$ cat src/rtl/riscv_ctrl_pkg.sv
// riscv_ctrl_pkg: opcodes, FSM states, ALU codes and mux select encodings for the multi-cycle controller
package riscv_ctrl_pkg;
  localparam logic [6:0] OP_LOAD   = 7'b0000011;
  localparam logic [6:0] OP_STORE  = 7'b0100011;
  localparam logic [6:0] OP_R      = 7'b0110011;
  localparam logic [6:0] OP_IMM    = 7'b0010011;
  localparam logic [6:0] OP_BRANCH = 7'b1100011;
  localparam logic [6:0] OP_JAL    = 7'b1101111;
  localparam logic [6:0] OP_JALR   = 7'b1100111;
  localparam logic [6:0] OP_LUI    = 7'b0110111;
  localparam logic [6:0] OP_AUIPC  = 7'b0010111;
  typedef enum logic [3:0] {
    S_FETCH  = 4'd0,
    S_DECODE = 4'd1,
    S_MEMADR = 4'd2,
    S_MEM_RD = 4'd3,
    S_MEM_WB = 4'd4,
    S_MEM_WR = 4'd5,
    S_EXEC_R = 4'd6,
    S_EXEC_I = 4'd7,
    S_EXEC_U = 4'd8,
    S_ALUWB  = 4'd9,
    S_BRANCH = 4'd10,
    S_JALR   = 4'd11,
    S_JUMP   = 4'd12,
    S_TRAP   = 4'd13
  } state_t;
  localparam logic [3:0] ALU_ADD = 4'b0000;
  localparam logic [3:0] ALU_SUB = 4'b1000;
  localparam logic [1:0] RES_ALUOUT    = 2'b00;
  localparam logic [1:0] RES_DATA      = 2'b01;
  localparam logic [1:0] RES_ALURESULT = 2'b10;
  localparam logic [1:0] SRCA_PC    = 2'b00;
  localparam logic [1:0] SRCA_OLDPC = 2'b01;
  localparam logic [1:0] SRCA_RS1   = 2'b10;
  localparam logic [1:0] SRCA_ZERO  = 2'b11;
  localparam logic [1:0] SRCB_RS2  = 2'b00;
  localparam logic [1:0] SRCB_IMM  = 2'b01;
  localparam logic [1:0] SRCB_FOUR = 2'b10;
  localparam logic [2:0] IMM_I = 3'b000;
  localparam logic [2:0] IMM_S = 3'b001;
  localparam logic [2:0] IMM_B = 3'b010;
  localparam logic [2:0] IMM_J = 3'b011;
  localparam logic [2:0] IMM_U = 3'b100;
  // OP-IMM only honours funct7b5 for SRAI; everything else is a plain funct3 op
  function automatic logic [3:0] alu_op_imm(input logic [2:0] f3, input logic b5);
    return {(f3 == 3'b101) & b5, f3};
  endfunction
endpackage

$ cat src/rtl/mc_branch_cond.sv
// mc_branch_cond: decides branch taken and funct3 legality from ALU SUB flags
module mc_branch_cond (
  input  logic [2:0] funct3,
  input  logic       alu_zero,
  input  logic       alu_lt,
  input  logic       alu_ltu,
  output logic       take,
  output logic       legal
);
  logic base;
  // funct3[2:1] picks the flag, funct3[0] inverts it; 010/011 have no branch meaning
  always_comb begin
    legal = funct3[2:1] != 2'b01;
    base  = funct3[2] ? (funct3[1] ? alu_ltu : alu_lt) : alu_zero;
    take  = legal & (base ^ funct3[0]);
  end
endmodule

$ cat src/rtl/riscv_mc_control.sv
// riscv_mc_control: multi-cycle RV32I Moore controller over shared ALU and unified memory port
module riscv_mc_control
  import riscv_ctrl_pkg::*;
#(
  parameter int ALUCTRL_W     = 4,
  parameter bit MEM_HANDSHAKE = 1'b1,
  parameter bit TRAP_ILLEGAL  = 1'b1
) (
  input  logic                 clk,
  input  logic                 reset,
  input  logic [6:0]           op,
  input  logic [2:0]           funct3,
  input  logic                 funct7b5,
  input  logic                 alu_zero,
  input  logic                 alu_lt,
  input  logic                 alu_ltu,
  input  logic                 mem_ready,
  output logic                 mem_req,
  output logic                 mem_write,
  output logic                 adr_src,
  output logic                 ir_write,
  output logic                 pc_write,
  output logic                 reg_write,
  output logic [1:0]           result_src,
  output logic [1:0]           alu_src_a,
  output logic [1:0]           alu_src_b,
  output logic [2:0]           imm_src,
  output logic [ALUCTRL_W-1:0] alu_control,
  output logic                 illegal_instr,
  output logic [3:0]           state_o
);
  state_t state_q, state_d, bad_st;
  logic illegal_q, illegal_d;
  logic rdy, br_take, br_legal;
  logic mem_req_c, mem_write_c, ir_write_c, pc_write_c, reg_write_c;
  logic [3:0] alu_op;
  assign rdy    = MEM_HANDSHAKE ? mem_ready : 1'b1;
  assign bad_st = TRAP_ILLEGAL ? S_TRAP : S_FETCH;
  mc_branch_cond u_br (
    .funct3   (funct3),
    .alu_zero (alu_zero),
    .alu_lt   (alu_lt),
    .alu_ltu  (alu_ltu),
    .take     (br_take),
    .legal    (br_legal)
  );
  // state and sticky trap flag registers
  always_ff @(posedge clk) begin
    if (reset) begin
      state_q   <= S_FETCH;
      illegal_q <= 1'b0;
    end else begin
      state_q   <= state_d;
      illegal_q <= illegal_d;
    end
  end
  // next-state and Moore output decode
  always_comb begin
    state_d     = state_q;
    mem_req_c   = 1'b0;
    mem_write_c = 1'b0;
    ir_write_c  = 1'b0;
    pc_write_c  = 1'b0;
    reg_write_c = 1'b0;
    adr_src     = 1'b0;
    result_src  = RES_ALUOUT;
    alu_src_a   = SRCA_PC;
    alu_src_b   = SRCB_RS2;
    imm_src     = IMM_I;
    alu_op      = ALU_ADD;
    case (state_q)
      S_FETCH: begin
        mem_req_c  = 1'b1;
        alu_src_b  = SRCB_FOUR;
        result_src = RES_ALURESULT;
        ir_write_c = rdy;
        pc_write_c = rdy;
        state_d    = rdy ? S_DECODE : S_FETCH;
      end
      S_DECODE: begin
        alu_src_a = SRCA_OLDPC;
        alu_src_b = SRCB_IMM;
        imm_src   = op == OP_BRANCH ? IMM_B : op == OP_JAL ? IMM_J : IMM_I;
        case (op)
          OP_LOAD, OP_STORE: state_d = S_MEMADR;
          OP_R:              state_d = S_EXEC_R;
          OP_IMM:            state_d = S_EXEC_I;
          OP_BRANCH:         state_d = S_BRANCH;
          OP_JAL:            state_d = S_JUMP;
          OP_JALR:           state_d = S_JALR;
          OP_LUI, OP_AUIPC:  state_d = S_EXEC_U;
          default:           state_d = bad_st;
        endcase
      end
      S_MEMADR: begin
        alu_src_a = SRCA_RS1;
        alu_src_b = SRCB_IMM;
        imm_src   = op == OP_STORE ? IMM_S : IMM_I;
        state_d   = op == OP_STORE ? S_MEM_WR : S_MEM_RD;
      end
      S_MEM_RD: begin
        mem_req_c = 1'b1;
        adr_src   = 1'b1;
        state_d   = rdy ? S_MEM_WB : S_MEM_RD;
      end
      S_MEM_WB: begin
        result_src  = RES_DATA;
        reg_write_c = 1'b1;
        state_d     = S_FETCH;
      end
      S_MEM_WR: begin
        mem_req_c   = 1'b1;
        mem_write_c = 1'b1;
        adr_src     = 1'b1;
        state_d     = rdy ? S_FETCH : S_MEM_WR;
      end
      S_EXEC_R: begin
        alu_src_a = SRCA_RS1;
        alu_op    = {funct7b5, funct3};
        state_d   = S_ALUWB;
      end
      S_EXEC_I: begin
        alu_src_a = SRCA_RS1;
        alu_src_b = SRCB_IMM;
        alu_op    = alu_op_imm(funct3, funct7b5);
        state_d   = S_ALUWB;
      end
      S_EXEC_U: begin
        alu_src_a = op == OP_LUI ? SRCA_ZERO : SRCA_OLDPC;
        alu_src_b = SRCB_IMM;
        imm_src   = IMM_U;
        state_d   = S_ALUWB;
      end
      S_ALUWB: begin
        reg_write_c = 1'b1;
        state_d     = S_FETCH;
      end
      S_BRANCH: begin
        alu_src_a  = SRCA_RS1;
        alu_op     = ALU_SUB;
        pc_write_c = br_take;
        state_d    = br_legal ? S_FETCH : bad_st;
      end
      S_JALR: begin
        alu_src_a = SRCA_RS1;
        alu_src_b = SRCB_IMM;
        state_d   = S_JUMP;
      end
      S_JUMP: begin
        alu_src_a  = SRCA_OLDPC;
        alu_src_b  = SRCB_FOUR;
        pc_write_c = 1'b1;
        state_d    = S_ALUWB;
      end
      S_TRAP:  state_d = S_TRAP;
      default: state_d = S_FETCH;
    endcase
    illegal_d = illegal_q | (state_d == S_TRAP);
  end
  assign mem_req       = mem_req_c & ~reset;
  assign mem_write     = mem_write_c & ~reset;
  assign ir_write      = ir_write_c & ~reset;
  assign pc_write      = pc_write_c & ~reset;
  assign reg_write     = reg_write_c & ~reset;
  assign alu_control   = ALUCTRL_W'(alu_op);
  assign illegal_instr = illegal_q;
  assign state_o       = state_q;
endmodule
$ cat config.mk
export PLATFORM = sky130hd
export DESIGN_NAME = riscv_mc_control
export DESIGN_NICKNAME = d
export VERILOG_FILES = /design/src/rtl/riscv_ctrl_pkg.sv /design/src/rtl/mc_branch_cond.sv /design/src/rtl/riscv_mc_control.sv
export SDC_FILE = /design/constraint.sdc
export NUM_CORES = 1
export LEC_CHECK = 0
export BUFFER_PORTS_ARGS = -buffer_cell sky130_fd_sc_hd__buf_2
export CELL_PAD_IN_SITES_DETAIL_PLACEMENT = 1
export CELL_PAD_IN_SITES_GLOBAL_PLACEMENT = 2
export CORE_UTILIZATION = 25
export CTS_CLUSTER_DIAMETER = 80
export DETAILED_ROUTE_END_ITERATION = 7
export PLACE_DENSITY = 0.82
export SLEW_MARGIN = 20
export SYNTH_ARGS = -nofsm -noshare
export SYNTH_HDL_FRONTEND = slang
export SYNTH_SLANG_ARGS = --single-unit
$ cat constraint.sdc
create_clock -name clk -period 3 [get_ports clk]
set_input_delay 0.6 -clock clk [delete_from_list [all_inputs] [get_ports clk]]
set_output_delay 0.6 -clock clk [all_outputs]
set_load 0.03 [all_outputs]
==> run_results.csv <==
group,metric,value,unit
synth,synth_compound_area_frac,0.265,
detailed_routing,ant_nets,0,
worst_setup_path,crit_required,2.40,ns
finish,fin_util,0.350,
sta,period_share,0.868,
global_routing,use_met3,0.0256,
power_and_ir_drop,leakagePower,0.535,nW
power_and_ir_drop,powerDensity,891,nW/µm²
sta,setup_tns,0,ns
sta,fin_crit,2.60,ns
min_path,hold_depth,2,
worst_setup_path,crit_fanout,19,
sta,postLayoutSetupSlackWorst,0.397,ns
worst_setup_path,r2r_slack,0.93,ns
detailed_routing,drtPass1Iterations,4,
detailed_routing,drt-initial-drc-count,29,
synth,avgSynthCellArea,6.92,µm²
power_and_ir_drop,vdd_ir_drop_max,0.441,mV
synth,synth.ff_latch_count,5,
global_routing,grt_use_met1,0.254,
synth,synthXorXnorAreaFrac,0.0507,
clocking,cts_setup_buffers,0,
global_routing,grt.total_usage,0.181,
global_routing,grt_pass1_vias,1019,
sta,fmax,0.384,GHz
detailed_routing,post-route-drc-count,0,
worst_setup_path,arrival,2.00,ns
global_routing,grt_max_degree,21,
worst_setup_path,path_cells,"nand2b_1 > nor4_1 > a32oi_1 > nor3_1 > buf_2",
detailed_routing,wl_per_cell,15.2,µm
synth,yosysUniqueCellTypes,45,
worst_setup_path,cp-end-kind,"primary output",
synth,synth_edf_count,0,
placement,placedCellCount,202,
sta,fin_worst_skew,0.00601,ns
worst_setup_path,path_class,"reg2out",
worst_setup_path,slowest_stage,"dfxtp_1",
synth,yosys.area_share.adder,0,
placement,portBuffers,40,
die,die_width,60.8,µm
synth,seq_area_frac_synth,0.116,
power_and_ir_drop,p_total,990,µW
die,io_pins,41,
die,rows,20,
die,die_y,60.8,µm
job,drv_cap,0,
worst_setup_path,crit_buf_inv,1,
detailed_routing,num_vias,1047,
sta,rsz0062_at_grt,"false",
placement,pre_cts_ws,0.581,ns
synth,async_reset_ff_frac,0,
sta,worst_slew_pin_slew,0.633,ns
clocking,postCtsHoldBufs,0,
synth,synth_mux_area_frac,0.0116,
worst_setup_path,r2r_end,"illegal_instr",
finish,nets,180,
clocking,cts-root-buf,"clkbuf_4",
detailed_routing,drt-total-wl,3130,µm
worst_setup_path,worst_path_largest_cell_delay,0.72,ns
worst_setup_path,regToRegStartpoint,"state_o[0]",
finish,syn2layout_area_growth,28.5,%
finish,final_cell_mix,"buf_2 (40), nor3_1 (13), nand2_1 (10), nand2b_1 (10), nor2_1 (9)",
worst_setup_path,setup.worst_path.start_class,"flip-flop",
worst_setup_path,crit_cells,5,
synth,yosys.area_share.simple,0.482,
die,initial_core_util,0.272,
clocking,ctsResizeCount,0,
synth,yosysWarnings,0,
clocking,htree_levels,1,
synth,syn_area,865,µm²
finish,stdcell_count,206,
global_routing,grt_pass1_wl,5070,µm
global_routing,grt_overflow,0,
clocking,cts_buffer_depth,2,
clocking,clk_latency,0.24,ns
worst_setup_path,crit_start,"state_o[0]",
synth,synth_top_family_by_area,"simple AND/OR/NAND/NOR gates",
finish,layout_commonest_cell,"buf_2",
clocking,cts-buffers-inserted,3,
clocking,clk_pin_slew_worst_paths,0.04,ns
worst_setup_path,critical_path.top_delay_family,"flip-flops",
min_path,hp-class,"reg2reg",
clocking,cts_sinks,5,
global_routing,busiest_layer,"met2",
placement,gp_congestion,0.839,
synth,synth_flop_cell,"dfxtp_1",
synth,synth_cells,125,
finish,drive_gt1_frac,0.315,
run_status,outcome,"complete, no violations",
placement,hpwl,2360,µm
worst_setup_path,crit_path_end,"imm_src[0]",
global_routing,grt_antenna_before_repair,0,
synth,syn-num-nets,142,
sta,slew_violations,0,
worst_setup_path,r2r_cells,5,
sta,maxSlewHeadroom,0.577,
die,dieArea,3700,µm²
detailed_routing,via_per_inst,5.08,
die,core_area,3180,µm²
sta,setup_viol,0,
sta,hold_violations,0,
finish,diodes,0,
global_routing,grt_use_met2,0.297,
clocking,cts_tree,"yes",
## synth_stat cells, types with 2 or more instances
| cell type | n | area [µm²] |
|---|---|---|
| buf_6 | 2 | 22.5 |
| buf_2 | 4 | 20.0 |
| buf_1 | 2 | 7.51 |
| a21o_1 | 2 | 15.0 |
| nand2_1 | 10 | 37.5 |
| nor3_1 | 13 | 65.1 |
| a21oi_1 | 7 | 35.0 |
| nor2_1 | 9 | 33.8 |
| o21ai_0 | 5 | 25.0 |
| inv_1 | 2 | 7.51 |
| o21ai_1 | 2 | 10.0 |
| and3_1 | 5 | 31.3 |
| nand2b_1 | 10 | 62.6 |
| clkbuf_1 | 2 | 7.51 |
| dfxtp_1 | 5 | 100 |
| a211oi_1 | 2 | 15.0 |
| a32oi_1 | 2 | 17.5 |
| nor4_1 | 3 | 18.8 |
| nor2b_1 | 6 | 37.5 |
| a32o_1 | 2 | 20.0 |
| nor3b_1 | 2 | 15.0 |
| xnor2_1 | 5 | 43.8 |
## metal layers
metal  share of wire  vias to the layer above
met5               0                        -
met4          0.0074                        0
met3           0.046                        4
met2            0.45                       35
met1            0.50                      476
li1                -                      532
## where the power goes
part / internal, mW / switching (mW)
clock network: 0.0503 / 0.0286
registers: 0.0884 / 0.0599
logic: 0.250 / 0.513
## stage by stage
step | area (µm²) | hold WS [ns]
after CTS | 1110 | 0.495
after global placement | 1080 | 0.442
after floorplan | 865 | 0.616
final | 1110 | 0.485
after global routing | 1110 | 0.539
after detailed placement | 1080 | 0.481
## worst register-to-register path, stage by stage, from the launching register on
cell and delay [ns]:
dfxtp_1 0.72, nor2b_4 0.37, nand2_1 0.13, nor3_1 0.26
a311oi_1 0.12, o41ai_2 0.36
## layout make-up
type / count / area (µm²)
Clock buffer: 4 / 26.3
Fill cell: 440 / 2070
Inverter: 2 / 7.51
Multi-Input combinational cell: 108 / 699
Sequential cell: 5 / 100
Tap cell: 44 / 55.1
Timing Repair Buffer: 43 / 223
## cells by family after synthesis
logic type	after synthesis
DFF	5
AOI/OAI and AO/OA	32
and+or+nand+nor	70
muxes	1
xor gates and xnor gates	5
buffers and inverters	12
## worst min-delay path by stage
stage	start	endpoint	slack (ns)
after global placement	illegal_instr	illegal_instr	0.44
after floorplan	illegal_instr	illegal_instr	0.62
after detailed placement	illegal_instr	illegal_instr	0.48
after CTS	illegal_instr	illegal_instr	0.50
after global routing	illegal_instr	illegal_instr	0.54
final	illegal_instr	illegal_instr	0.48
## registers in the layout, summed over array words and instances (netlist names)
signal,flops
illegal_instr,1
state_o,4
Note: power is estimated with default switching activity, not from simulation.
